--- src/rtl/mem_port_arbiter_if.sv ---
// Bus bundle between the IF/LS requesters, the unified memory port and the arbiter.
// The slave modport is the arbiter's view; master is the environment's view.
interface mem_port_arbiter_if #(
    parameter int unsigned DATA_WIDTH = 32
);
    logic                  if_req_i;
    logic [DATA_WIDTH-1:0] if_addr_i;
    logic                  if_gnt_o;
    logic                  if_rvalid_o;
    logic [DATA_WIDTH-1:0] if_rdata_o;

    logic                  ls_req_i;
    logic                  ls_we_i;
    logic [DATA_WIDTH-1:0] ls_addr_i;
    logic [DATA_WIDTH-1:0] ls_wdata_i;
    logic                  ls_gnt_o;
    logic                  ls_rvalid_o;
    logic [DATA_WIDTH-1:0] ls_rdata_o;
    logic                  ls_err_o;

    logic                  mem_we_o;
    logic [DATA_WIDTH-1:0] mem_addr_o;
    logic [DATA_WIDTH-1:0] mem_wdata_o;
    logic [DATA_WIDTH-1:0] mem_rdata_i;

    logic                  busy_o;

    modport slave (
        input  if_req_i,
        input  if_addr_i,
        output if_gnt_o,
        output if_rvalid_o,
        output if_rdata_o,
        input  ls_req_i,
        input  ls_we_i,
        input  ls_addr_i,
        input  ls_wdata_i,
        output ls_gnt_o,
        output ls_rvalid_o,
        output ls_rdata_o,
        output ls_err_o,
        output mem_we_o,
        output mem_addr_o,
        output mem_wdata_o,
        input  mem_rdata_i,
        output busy_o
    );

    modport master (
        output if_req_i,
        output if_addr_i,
        input  if_gnt_o,
        input  if_rvalid_o,
        input  if_rdata_o,
        output ls_req_i,
        output ls_we_i,
        output ls_addr_i,
        output ls_wdata_i,
        input  ls_gnt_o,
        input  ls_rvalid_o,
        input  ls_rdata_o,
        input  ls_err_o,
        input  mem_we_o,
        input  mem_addr_o,
        input  mem_wdata_o,
        output mem_rdata_i,
        input  busy_o
    );
endinterface

--- src/rtl/mem_port_arbiter.sv ---
// Arbitrates the single unified ROM+RAM port between instruction fetch and load/store.
// LS has priority; IF is forced through after MAX_WAIT consecutive losses.
module mem_port_arbiter #(
    parameter int unsigned           DATA_WIDTH = 32,
    parameter logic [DATA_WIDTH-1:0] RAM_BASE   = 32'h1001_0000,
    parameter int unsigned           MAX_WAIT   = 4
) (
    input logic               clk,
    input logic               reset,
    mem_port_arbiter_if.slave bus
);

    localparam int unsigned          CntW   = $clog2(MAX_WAIT + 1);
    localparam logic [CntW-1:0]      MaxCnt = CntW'(MAX_WAIT);
    localparam logic [DATA_WIDTH-1:0] WordMask = ~DATA_WIDTH'(3);

    typedef enum logic [1:0] {
        StIdle,
        StAccess,
        StResp
    } state_e;

    state_e                  state_q, state_d;
    logic [CntW-1:0]         wait_cnt_q, wait_cnt_d;
    logic                    owner_ls_q, owner_ls_d;
    logic [DATA_WIDTH-1:0]   addr_q, addr_d;
    logic [DATA_WIDTH-1:0]   wdata_q, wdata_d;
    logic                    we_q, we_d;
    logic                    err_q, err_d;
    logic [DATA_WIDTH-1:0]   if_rdata_q, if_rdata_d;
    logic [DATA_WIDTH-1:0]   ls_rdata_q, ls_rdata_d;

    logic accept;
    logic if_gnt;
    logic ls_gnt;
    logic ls_illegal;

    // Grant decision: combinational from state and the two request lines.
    always_comb begin
        if_gnt = 1'b0;
        ls_gnt = 1'b0;
        accept = (state_q == StIdle) || (state_q == StResp);
        if (accept) begin
            if (bus.ls_req_i && bus.if_req_i) begin
                if (wait_cnt_q == MaxCnt) begin
                    if_gnt = 1'b1;
                end else begin
                    ls_gnt = 1'b1;
                end
            end else if (bus.ls_req_i) begin
                ls_gnt = 1'b1;
            end else if (bus.if_req_i) begin
                if_gnt = 1'b1;
            end
        end
    end

    // Misaligned accesses and stores into ROM are rejected, never reach memory.
    always_comb begin
        ls_illegal = (bus.ls_addr_i[1:0] != 2'b00) ||
                     (bus.ls_we_i && (bus.ls_addr_i < RAM_BASE));
    end

    always_comb begin
        state_d    = state_q;
        wait_cnt_d = wait_cnt_q;
        owner_ls_d = owner_ls_q;
        addr_d     = addr_q;
        wdata_d    = wdata_q;
        we_d       = we_q;
        err_d      = err_q;
        if_rdata_d = if_rdata_q;
        ls_rdata_d = ls_rdata_q;

        unique case (state_q)
            StIdle, StResp: begin
                if (if_gnt) begin
                    state_d    = StAccess;
                    wait_cnt_d = '0;
                    owner_ls_d = 1'b0;
                    addr_d     = bus.if_addr_i & WordMask;
                    wdata_d    = '0;
                    we_d       = 1'b0;
                    err_d      = 1'b0;
                end else if (ls_gnt) begin
                    state_d    = StAccess;
                    if (bus.if_req_i && (wait_cnt_q != MaxCnt)) begin
                        wait_cnt_d = wait_cnt_q + 1'b1;
                    end
                    owner_ls_d = 1'b1;
                    addr_d     = bus.ls_addr_i;
                    wdata_d    = bus.ls_wdata_i;
                    we_d       = bus.ls_we_i;
                    err_d      = ls_illegal;
                end else begin
                    state_d = StIdle;
                end
            end
            StAccess: begin
                state_d = StResp;
                if (owner_ls_q) begin
                    ls_rdata_d = err_q ? '0 : bus.mem_rdata_i;
                end else begin
                    if_rdata_d = err_q ? '0 : bus.mem_rdata_i;
                end
            end
            default: begin
                state_d = StIdle;
            end
        endcase
    end

    always_ff @(posedge clk or posedge reset) begin
        if (reset) begin
            state_q    <= StIdle;
            wait_cnt_q <= '0;
            owner_ls_q <= 1'b0;
            addr_q     <= '0;
            wdata_q    <= '0;
            we_q       <= 1'b0;
            err_q      <= 1'b0;
            if_rdata_q <= '0;
            ls_rdata_q <= '0;
        end else begin
            state_q    <= state_d;
            wait_cnt_q <= wait_cnt_d;
            owner_ls_q <= owner_ls_d;
            addr_q     <= addr_d;
            wdata_q    <= wdata_d;
            we_q       <= we_d;
            err_q      <= err_d;
            if_rdata_q <= if_rdata_d;
            ls_rdata_q <= ls_rdata_d;
        end
    end

    // Write enable is decoded from state so an async reset kills it immediately.
    assign bus.mem_we_o    = (state_q == StAccess) && we_q && !err_q;
    assign bus.mem_addr_o  = addr_q;
    assign bus.mem_wdata_o = wdata_q;
    assign bus.busy_o      = (state_q == StAccess);

    assign bus.if_gnt_o    = if_gnt;
    assign bus.if_rvalid_o = (state_q == StResp) && !owner_ls_q;
    assign bus.if_rdata_o  = if_rdata_q;

    assign bus.ls_gnt_o    = ls_gnt;
    assign bus.ls_rvalid_o = (state_q == StResp) && owner_ls_q;
    assign bus.ls_err_o    = (state_q == StResp) && owner_ls_q && err_q;
    assign bus.ls_rdata_o  = ls_rdata_q;

endmodule

--- src/flat_wrapper.sv ---
// flat-port wrapper written by rule: the top's interface ports become plain ports
module mem_port_arbiter_flat 
#(
    parameter int unsigned           DATA_WIDTH = 32,
    parameter logic [DATA_WIDTH-1:0] RAM_BASE   = 32'h1001_0000,
    parameter int unsigned           MAX_WAIT   = 4
)
  (clk, reset, bus_if_req_i, bus_if_addr_i, bus_if_gnt_o, bus_if_rvalid_o, bus_if_rdata_o, bus_ls_req_i, bus_ls_we_i, bus_ls_addr_i, bus_ls_wdata_i, bus_ls_gnt_o, bus_ls_rvalid_o, bus_ls_rdata_o, bus_ls_err_o, bus_mem_we_o, bus_mem_addr_o, bus_mem_wdata_o, bus_mem_rdata_i, bus_busy_o);
  mem_port_arbiter_if #(.DATA_WIDTH(DATA_WIDTH)) bus_i ();
  input logic clk;
  input logic reset;
  input wire logic [$bits(bus_i.if_req_i)-1:0] bus_if_req_i;
  input wire logic [$bits(bus_i.if_addr_i)-1:0] bus_if_addr_i;
  output wire logic [$bits(bus_i.if_gnt_o)-1:0] bus_if_gnt_o;
  output wire logic [$bits(bus_i.if_rvalid_o)-1:0] bus_if_rvalid_o;
  output wire logic [$bits(bus_i.if_rdata_o)-1:0] bus_if_rdata_o;
  input wire logic [$bits(bus_i.ls_req_i)-1:0] bus_ls_req_i;
  input wire logic [$bits(bus_i.ls_we_i)-1:0] bus_ls_we_i;
  input wire logic [$bits(bus_i.ls_addr_i)-1:0] bus_ls_addr_i;
  input wire logic [$bits(bus_i.ls_wdata_i)-1:0] bus_ls_wdata_i;
  output wire logic [$bits(bus_i.ls_gnt_o)-1:0] bus_ls_gnt_o;
  output wire logic [$bits(bus_i.ls_rvalid_o)-1:0] bus_ls_rvalid_o;
  output wire logic [$bits(bus_i.ls_rdata_o)-1:0] bus_ls_rdata_o;
  output wire logic [$bits(bus_i.ls_err_o)-1:0] bus_ls_err_o;
  output wire logic [$bits(bus_i.mem_we_o)-1:0] bus_mem_we_o;
  output wire logic [$bits(bus_i.mem_addr_o)-1:0] bus_mem_addr_o;
  output wire logic [$bits(bus_i.mem_wdata_o)-1:0] bus_mem_wdata_o;
  input wire logic [$bits(bus_i.mem_rdata_i)-1:0] bus_mem_rdata_i;
  output wire logic [$bits(bus_i.busy_o)-1:0] bus_busy_o;
  assign bus_i.if_req_i = bus_if_req_i;
  assign bus_i.if_addr_i = bus_if_addr_i;
  assign bus_if_gnt_o = bus_i.if_gnt_o;
  assign bus_if_rvalid_o = bus_i.if_rvalid_o;
  assign bus_if_rdata_o = bus_i.if_rdata_o;
  assign bus_i.ls_req_i = bus_ls_req_i;
  assign bus_i.ls_we_i = bus_ls_we_i;
  assign bus_i.ls_addr_i = bus_ls_addr_i;
  assign bus_i.ls_wdata_i = bus_ls_wdata_i;
  assign bus_ls_gnt_o = bus_i.ls_gnt_o;
  assign bus_ls_rvalid_o = bus_i.ls_rvalid_o;
  assign bus_ls_rdata_o = bus_i.ls_rdata_o;
  assign bus_ls_err_o = bus_i.ls_err_o;
  assign bus_mem_we_o = bus_i.mem_we_o;
  assign bus_mem_addr_o = bus_i.mem_addr_o;
  assign bus_mem_wdata_o = bus_i.mem_wdata_o;
  assign bus_i.mem_rdata_i = bus_mem_rdata_i;
  assign bus_busy_o = bus_i.busy_o;
  mem_port_arbiter #(.DATA_WIDTH(DATA_WIDTH), .RAM_BASE(RAM_BASE), .MAX_WAIT(MAX_WAIT)) u_core (.clk(clk), .reset(reset), .bus(bus_i));
endmodule
--- config.mk ---
export PLATFORM = sky130hd
export DESIGN_NAME = mem_port_arbiter_flat
export DESIGN_NICKNAME = d
export VERILOG_FILES = /design/src/rtl/mem_port_arbiter_if.sv /design/src/rtl/mem_port_arbiter.sv /design/src/flat_wrapper.sv
export SDC_FILE = /design/constraint.sdc
export NUM_CORES = 1
export LEC_CHECK = 0
export BUFFER_PORTS_ARGS = -buffer_cell sky130_fd_sc_hd__buf_4
export CAP_MARGIN = 30
export CORE_ASPECT_RATIO = 0.5
export CORE_MARGIN = 10
export CORE_UTILIZATION = 42
export DETAILED_ROUTE_END_ITERATION = 12
export GPL_TIMING_DRIVEN = 0
export PLACE_DENSITY = 0.82
export SYNTH_ARGS = -nofsm -noshare
export SYNTH_HDL_FRONTEND = slang
export SYNTH_SLANG_ARGS = --single-unit
--- constraint.sdc ---
create_clock -name clk -period 6 [get_ports clk]
set_clock_uncertainty 0.1 [all_clocks]
set_input_delay 1.2 -clock clk [delete_from_list [all_inputs] [get_ports clk]]
set_output_delay 1.2 -clock clk [all_outputs]
set_load 0.03 [all_outputs]
Word level (Yosys, flattened, before mapping)
Cells that the tools add are included.
{ "word_totals": {"in_bits": 133, "wordCells": 63, "output_inout_bits": 135, "ram_bits": 0, "mem_count": 0, "regBits": 136, "rom_bits": 0, "latch_bits": 0} }
{ "classes": {"addsub": 1, "mul": 0, "n_reduce_logical": 21, "div_mod_pow": 0, "shifts": 0, "eq_ne": 4, "magnitude_cmp": 1, "bitwise_logic": 1, "muxes": 26} }
{ "op_table": {"columns": ["cell", "n"], "rows": [
  ["$mux 32", 5],
  ["$lt 32x29->1 const B", 1],
  ["$mux 1", 16],
  ["$mux 3", 3],
  ["$logic_and 1x1->1", 8],
  ["$reduce_and 2->1", 3],
  ["$reduce_bool 2->1", 3],
  ["$pmux 2 s2", 1],
  ["$add 3x1->3 const B", 1],
  ["$eq 3x3->1 const B", 1],
  ["$ne 3x3->1 const B", 1],
  ["$reduce_and 3->1", 1],
  ["$eq 2x1->1 const B", 1],
  ["$eq 2x2->1 const B", 1],
  ["$logic_not 1->1", 2],
  ["$logic_not 2->1", 1],
  ["$logic_or 1x1->1", 2],
  ["$mux 2", 1],
  ["$reduce_or 2->1", 1],
  ["$not 1->1", 1]
]} }

Depth between registers and ports, before layout
Gate-level depths: netlist of the first run.
{ "logic_depth": {"depth_word": 7, "ltp_mapped": 8, "depth_no_buf": 6} }

Worst setup path before layout of the first run
No wires, ideal clock.
{ "synth_path": {"kind": "input -> output", "startpoint": "in bus_ls_req_i", "endpoint": "out bus_if_gnt_o", "t_arrival_ns": 1.907, "required_time_ns": 4.700, "n_path_buf": 2, "path_slack_ns": 2.793, "path_stages": 4, "path_cell_list": "a21boi_2 -> nor2_2 -> buf_6 -> buf_2"} }
{ "synth_between": {"elab_chain_cells": 3} }
{ "synth_lines": {"columns": ["element", "line", "rtl"], "rows": [
  ["start: declaration", "flat_wrapper.sv:17", "input wire logic [$bits(bus_i.ls_req_i)-1:0] bus_ls_req_i;"],
  ["$mux 1 / $logic_and 1x1->1 (equally long branches)", "mem_port_arbiter.sv:50, mem_port_arbiter.sv:44", null],
  ["$mux 1 *", "mem_port_arbiter.sv:44", "if (bus.ls_req_i && bus.if_req_i) begin"],
  ["$mux 1 *", "mem_port_arbiter.sv:43", "if (accept) begin"],
  ["end: declaration", "flat_wrapper.sv:14", "output wire logic [$bits(bus_i.if_gnt_o)-1:0] bus_if_gnt_o;"]
]} }
Every way passes the cells marked *; elsewhere a longest branch is shown, timed or not.

Worst setup path after layout of the first run
Same ends and word-level chain as after synthesis.

==> results.toml, run 1 <==
[clock_network]
clk_root_buffer_cell = "clkbuf_16"
post_cts_buffers = 0
htree_levels = 4
clock_path_buffers = 2
clkSinkCount = 136
clock_latency_ns = 0.39
cts_hold_buf = 0
cts_tree = "yes"
cts-resized-gates = 0
clk_pin_slew_ns = 0.06
cts_buffers = 17

[yosys]
syn_nets = 702
synth_seq_area_share_pct = 61.26
synth_area_sq_um = 5555
syn_area_per_cell_sq_um = 9.798
synth.distinct_cells = 30
ys_ff_latch = 136
synth_top_family_by_area = "simple AND/OR/NAND/NOR gates"
yosysWarnings = 0
synthCells = 567
synthSimpleGateAreaFrac_pct = 19.48
synth_compound_area_share_pct = 14.19
synth_xor_area_share_pct = 0
synthAdderAreaFrac_pct = 0.4505
synth_mux_area_share_pct = 0

[min_path]
min_to = "u_core.bus.mem_addr_o[1]"
hold_path_class = "flip-flop to flip-flop"
whs_path_depth = 2
min_from = "u_core.bus.mem_addr_o[1]"

[global_route]
grt_use_total_pct = 19.42
first_global_vias = 5269
grt-ovfl-total = 0
grt_max_degree = 74
antenna_found_initial = 0
grt_pass1_wl_microns = 28950

[critical_path]
crit_family = "buffers and inverters"
cp.required_ns = 4.70
regToRegSetupSlack_ns = 4.14
critPathCaptureType = "output port"
cp-start-kind = "primary input"
arrival_ns = 2.31
r2r-start = "u_core.wait_cnt_q[0]"
timing.critical_path.mode_cell = "buf_4"
crit_cells = 6
crit_buf_inv = 4
r2r_cells = 6
slowest_stage = "buf_2"
critPathMaxStageDelay_ns = 0.23
r2r-end = "u_core.bus.mem_wdata_o[28]"
crit_chain = "buf_4 -> a21boi_2 -> nor2_2 -> buf_6 -> buf_2 -> buf_4"
worstSetupPathType = "primary input to output port"
path_max_fanout = 10

[placed_design]
postPlaceCellArea_sq_um = 7790
post-dp-hpwl_microns = 14170
dp_cells = 1003
gp_congestion = 0.8306
portBuffers = 265

[routing]
viasPerCell = 4.939
drc = 0
dr.pass1.iters = 7
detail-route-antenna-nets = 0
drtIter0Drc = 405
wl_microns = 18570
avgRoutedWirePerCell_microns = 17.94
vias = 5112

[pwr]
switching_power_mw = 1.562
p_per_area_nw_per_um2 = 473.0
p_int_mw = 2.413
switching_share_pct = 39.30
comb_power_share_pct = 38.4
clock_power_share_pct = 27.6
power.leakage_nw = 4.279
p_total_mw = 3.975
worst_ir_drop_vdd_mv = 0.2769
pwr-share-seq_pct = 34.1

[timing]
setup_viol = 0
worst_pin_slew_ns = 0.5935
period_needed_ns = 3.610
relSlewSlack_pct = 60.43
rsz0062_at_grt = "no"
final-hold-violation-count = 0
final.period_utilization_pct = 60.16
maxSlewViolCount = 0
fmax_ghz = 0.2770

[layout]
design_area_sq_um = 8404
final_nets = 987
layout-drive-gt1-share_pct = 38.27
num_antenna_cells = 0
fin_cells = 1035
layout_common_cells = "buf_4, nand2_1, dfrtp_1"
area_growth_syn_to_layout_pct = 51.28
layout_commonest_cell = "buf_4"
fillerInstances = 1037

[floorplanning]
die_h_microns = 101.3
rows = 29
die_area_sq_um = 18510
start_util_pct = 43.37
core_sq_um = 12810
die_w_microns = 182.6
num_io_pins = 268

[flow_run]
cap_violations = 0

[status]
status = "completed"
==> worst max path at each step <==
| stage | from | endpoint | slack, ns |
|---|---|---|---|
| finish | bus_ls_req_i | bus_if_gnt_o | 2.39 |
| global route | bus_ls_req_i | bus_if_gnt_o | 2.32 |
| CTS | bus_ls_req_i | bus_if_gnt_o | 2.39 |
| detailed placement | bus_ls_req_i | bus_if_gnt_o | 2.40 |
| global placement | reset | u_core.bus.mem_addr_o[15] | -0.50 |
| floorplan | reset | u_core.bus.if_rdata_o[0] | 1.06 |
==> layout make-up <==
class	count	area (sq um)	share of cell area, %
Sequential cell	136	3403	40.49
Timing Repair Buffer	266	2017	24.00
Multi-Input combinational cell	390	1896	22.55
Clock buffer	18	429.2	5.106
Buffer	36	237.7	2.829
Tap cell	170	212.7	2.531
Clock inverter	14	185.2	2.203
Inverter	5	23.77	0.2829
==> cell usage after synthesis <==
library cell	n	area share, %
nand2_1	198	13
dfrtp_1	136	61
o21ai_0	89	8.0
nand2b_1	33	3.7
a22oi_1	30	4.1
o21ai_1	14	1.3
clkbuf_1	11	0.74
buf_2	10	0.90
buf_6	9	1.8
buf_4	6	0.81
inv_1	4	0.27
nor2_1	3	0.20
nor3b_1	3	0.41
nor4_1	3	0.34
and3b_1	2	0.32
ha_1	2	0.45
a21boi_2	1	0.20
a22o_1	1	0.16
a31oi_1	1	0.11
and2_1	1	0.11
and2b_2	1	0.16
inv_2	1	0.068
nand2_2	1	0.11
nand2b_4	1	0.25
nand3_1	1	0.090
nor2_2	1	0.11
nor2b_1	1	0.11
o21ba_2	1	0.18
o21bai_2	1	0.20
or4b_1	1	0.18
==> metal layers <==
| metal | GRT usage (%) | share of wire (%) | wire (microns) | vias up |
|---|---|---|---|---|
| li1 | - | - | - | 2451 |
| met3 | 5.552 | 6.8 | 1269 | 24 |
| met2 | 34.99 | 52 | 9740 | 170 |
| met5 | 0 | 0 | 0 | - |
| met4 | 6.526 | 1.9 | 353 | 0 |
| met1 | 22.00 | 39 | 7205 | 2467 |
==> state kept, by name, summed over array words and instances, names as in the netlist <==
name                    count
u_core.bus.mem_wdata_o     32
u_core.bus.if_rdata_o      32
u_core.wait_cnt_q           3
u_core.err_q                1
u_core.we_q                 1
u_core.state_q              2
u_core.bus.mem_addr_o      32
u_core.owner_ls_q           1
u_core.bus.ls_rdata_o      32
==> worst min-delay path, stage by stage, from the launching register on <==
cell and delay, ns:
dfrtp_1 0.34, nand2_1 0.05, o21ai_0 0.06
==> metrics by stage <==
stage	setup TNS (ns)	hold WS, ns	utilization [%]	setup slack (ns)
6_report	0	0.3780	65.61	2.390
5_1_grt	0	0.4003	65.61	2.318
4_1_cts	0	0.3836	65.61	2.388
3_5_place_dp	0	0.3704	60.82	2.399
3_3_place_gp	-67.87	0.3612	60.56	-0.5042
2_1_floorplan	0	0.3479	-	1.061
==> power by group through the flow <==
stage / Combinational, mW / Clock (mW) / Sequential, mW
6_report: 1.53 / 1.10 / 1.35
4_1_cts: 1.55 / 1.11 / 1.35
3_5_place_dp: 1.55 / 0 / 1.37
3_3_place_gp: 1.52 / 0 / 1.35
2_1_floorplan: 0.351 / 0 / 1.87
5_1_grt: 1.63 / 1.16 / 1.39
==> cells by family (layout without fill, tap and decap cells) <==
family          count (synthesis)  after routing
buf+inv                        41            339
flops                         136            136
fa+ha+maj                       2              2
compound gates                138            138
simple gates                  250            250
Power figures use the tool's default switching activity.
==> run 2: changes to the inputs <==
--- a/config.mk
+++ b/config.mk
@@ -12,7 +12,7 @@
 export CORE_UTILIZATION = 42
 export DETAILED_ROUTE_END_ITERATION = 12
 export GPL_TIMING_DRIVEN = 0
-export PLACE_DENSITY = 0.82
+export PLACE_DENSITY = 0.85
 export SYNTH_ARGS = -nofsm -noshare
 export SYNTH_HDL_FRONTEND = slang
 export SYNTH_SLANG_ARGS = --single-unit
==> constraint.sdc (replaced) <==
create_clock -name clk -period 3.2 [get_ports clk]
set_clock_uncertainty 0.1 [all_clocks]
set_input_delay 0.64 -clock clk [delete_from_list [all_inputs] [get_ports clk]]
set_output_delay 0.64 -clock clk [all_outputs]
set_load 0.03 [all_outputs]
==> results.toml, run 2 (synthesis results as in run 1) <==
[status]
status = "completed"

[critical_path]
regToRegSetupSlack_ns = 1.43
path_max_fanout = 10
cp.required_ns = 2.46
worstSetupPathType = "flip-flop to output port"
r2r-end = "u_core.bus.mem_addr_o[3]"
crit_chain = "inv_1 -> ha_1 -> a21boi_2 -> nor2_2 -> buf_6 -> buf_2 -> buf_4"
arrival_ns = 1.97
slowest_stage = "dfrtp_1"
r2r_cells = 7
r2r-start = "u_core.wait_cnt_q[0]"
critPathCaptureType = "output port"
critPathMaxStageDelay_ns = 0.41
cp-start-kind = "flip-flop"

[clock_network]
clk_pin_slew_ns = 0.06
cts_buffers = 17
post_cts_buffers = 0
clock_path_buffers = 2
cts_tree = "yes"
clock_latency_ns = 0.39
cts-resized-gates = 0
htree_levels = 4
clkSinkCount = 136
clk_root_buffer_cell = "clkbuf_16"
cts_hold_buf = 0

[routing]
viasPerCell = 4.961
drtIter0Drc = 399
vias = 5140
detail-route-antenna-nets = 0
dr.pass1.iters = 4
drc = 0
wl_microns = 18740
avgRoutedWirePerCell_microns = 18.09

[timing]
final-hold-violation-count = 0
hold_slack_ns = 0.3061
timing.setup.tns_ns = 0
setup_viol = 0
maxSlewViolCount = 0
relSlewSlack_pct = 42.10
final.period_utilization_pct = 84.60
fmax_ghz = 0.3694
worst_pin_slew_ns = 0.8667
rsz0062_at_grt = "no"
period_needed_ns = 2.707

[floorplanning]
start_util_pct = 43.37
num_io_pins = 268
die_area_sq_um = 18510
die_w_microns = 182.6
die_h_microns = 101.3
rows = 29
core_sq_um = 12810

[global_route]
grt_max_degree = 43
grt-ovfl-total = 0
first_global_vias = 5371
grt_pass1_wl_microns = 29250
grt_use_total_pct = 19.64
antenna_found_initial = 0

[layout]
layout-drive-gt1-share_pct = 38.45
layout_commonest_cell = "buf_4"
final_nets = 989
fin_cells = 1036
layout_common_cells = "buf_4, nand2_1, dfrtp_1"
fillerInstances = 1054
num_antenna_cells = 0
area_growth_syn_to_layout_pct = 52.16

[placed_design]
portBuffers = 265
gp_congestion = 0.8326
post-dp-hpwl_microns = 14650
dp_cells = 1005

[pwr]
p_per_area_nw_per_um2 = 886.3
p_total_mw = 7.492
power.leakage_nw = 4.294
worst_ir_drop_vdd_mv = 0.5690

[flow_run]
cap_violations = 0

[min_path]
hold_path_class = "primary input to asynchronous set/reset pin"
[run 2: cell types whose count changed in the layout (fill, tap and decap cells not counted)]
cell,previous run,this run
clkinv_2,0,1
clkinv_4,0,3
inv_8,1,0
inv_6,8,2
clkbuf_1,12,11
bufinv_16,3,4
buf_12,0,2
clkinvlp_4,3,5
[run 2: worst max-delay path by stage]
| stage | depth (start not counted) | to | slack [ns] | startpoint |
|---|---|---|---|---|
| floorplan | 1 | u_core.bus.if_rdata_o[0] | 0.77 | reset |
| global placement | 2 | u_core.bus.mem_wdata_o[18] | -0.06 | reset |
| detailed placement | 6 | bus_if_gnt_o | 0.71 | bus_ls_req_i |
| CTS | 7 | bus_if_gnt_o | 0.48 | u_core.wait_cnt_q[0] |
| global route | 7 | bus_if_gnt_o | 0.36 | u_core.wait_cnt_q[0] |
| finish | 7 | bus_if_gnt_o | 0.49 | u_core.wait_cnt_q[0] |
[run 2: area by class of cell]
| type | instances | area, sq um | area share [%] |
|---|---|---|---|
| Tap cell | 170 | 212.7 | 2.516 |
| Inverter | 5 | 22.52 | 0.2664 |
| Timing Repair Buffer | 268 | 2057 | 24.33 |
| Buffer | 36 | 237.7 | 2.812 |
| Sequential cell | 136 | 3403 | 40.26 |
| Clock inverter | 14 | 198.9 | 2.353 |
| Multi-Input combinational cell | 390 | 1896 | 22.42 |
| Clock buffer | 17 | 425.4 | 5.033 |
[run 2: stage by stage]
stage                     instance area (sq um)  utilization, %  worst slack, ns
after floorplan                            5559               -           0.7669
after global placement                     7761           60.59         -0.06353
after detailed placement                   7829           61.12           0.7070
after CTS                                  8453           66.00           0.4768
after global routing                       8453           66.00           0.3631
final                                      8453           66.00           0.4926
[run 2: layer usage]
layer	up-vias	track usage [%]	wire (microns)
met4	0	6.774	338
met2	148	35.63	9890
met3	23	5.267	1091
met5	-	0	0
li1	2453	-	-
met1	2516	22.18	7416
[run 2: worst max-delay path: cells and delay by family (launching register included)]
family | cells | cell delay (ns)
buffers and inverters | 4 | 0.68
flip-flops | 1 | 0.41
AND/OR/NAND/NOR | 1 | 0.20
adder cells (fa/ha/maj) | 1 | 0.18
AO/OA/AOI/OAI | 1 | 0.09
[run 2: power by group]
group / switching [mW] / internal [mW]
registers: 0.302 / 2.23
clock network: 0.771 / 1.31
logic: 1.83 / 1.05
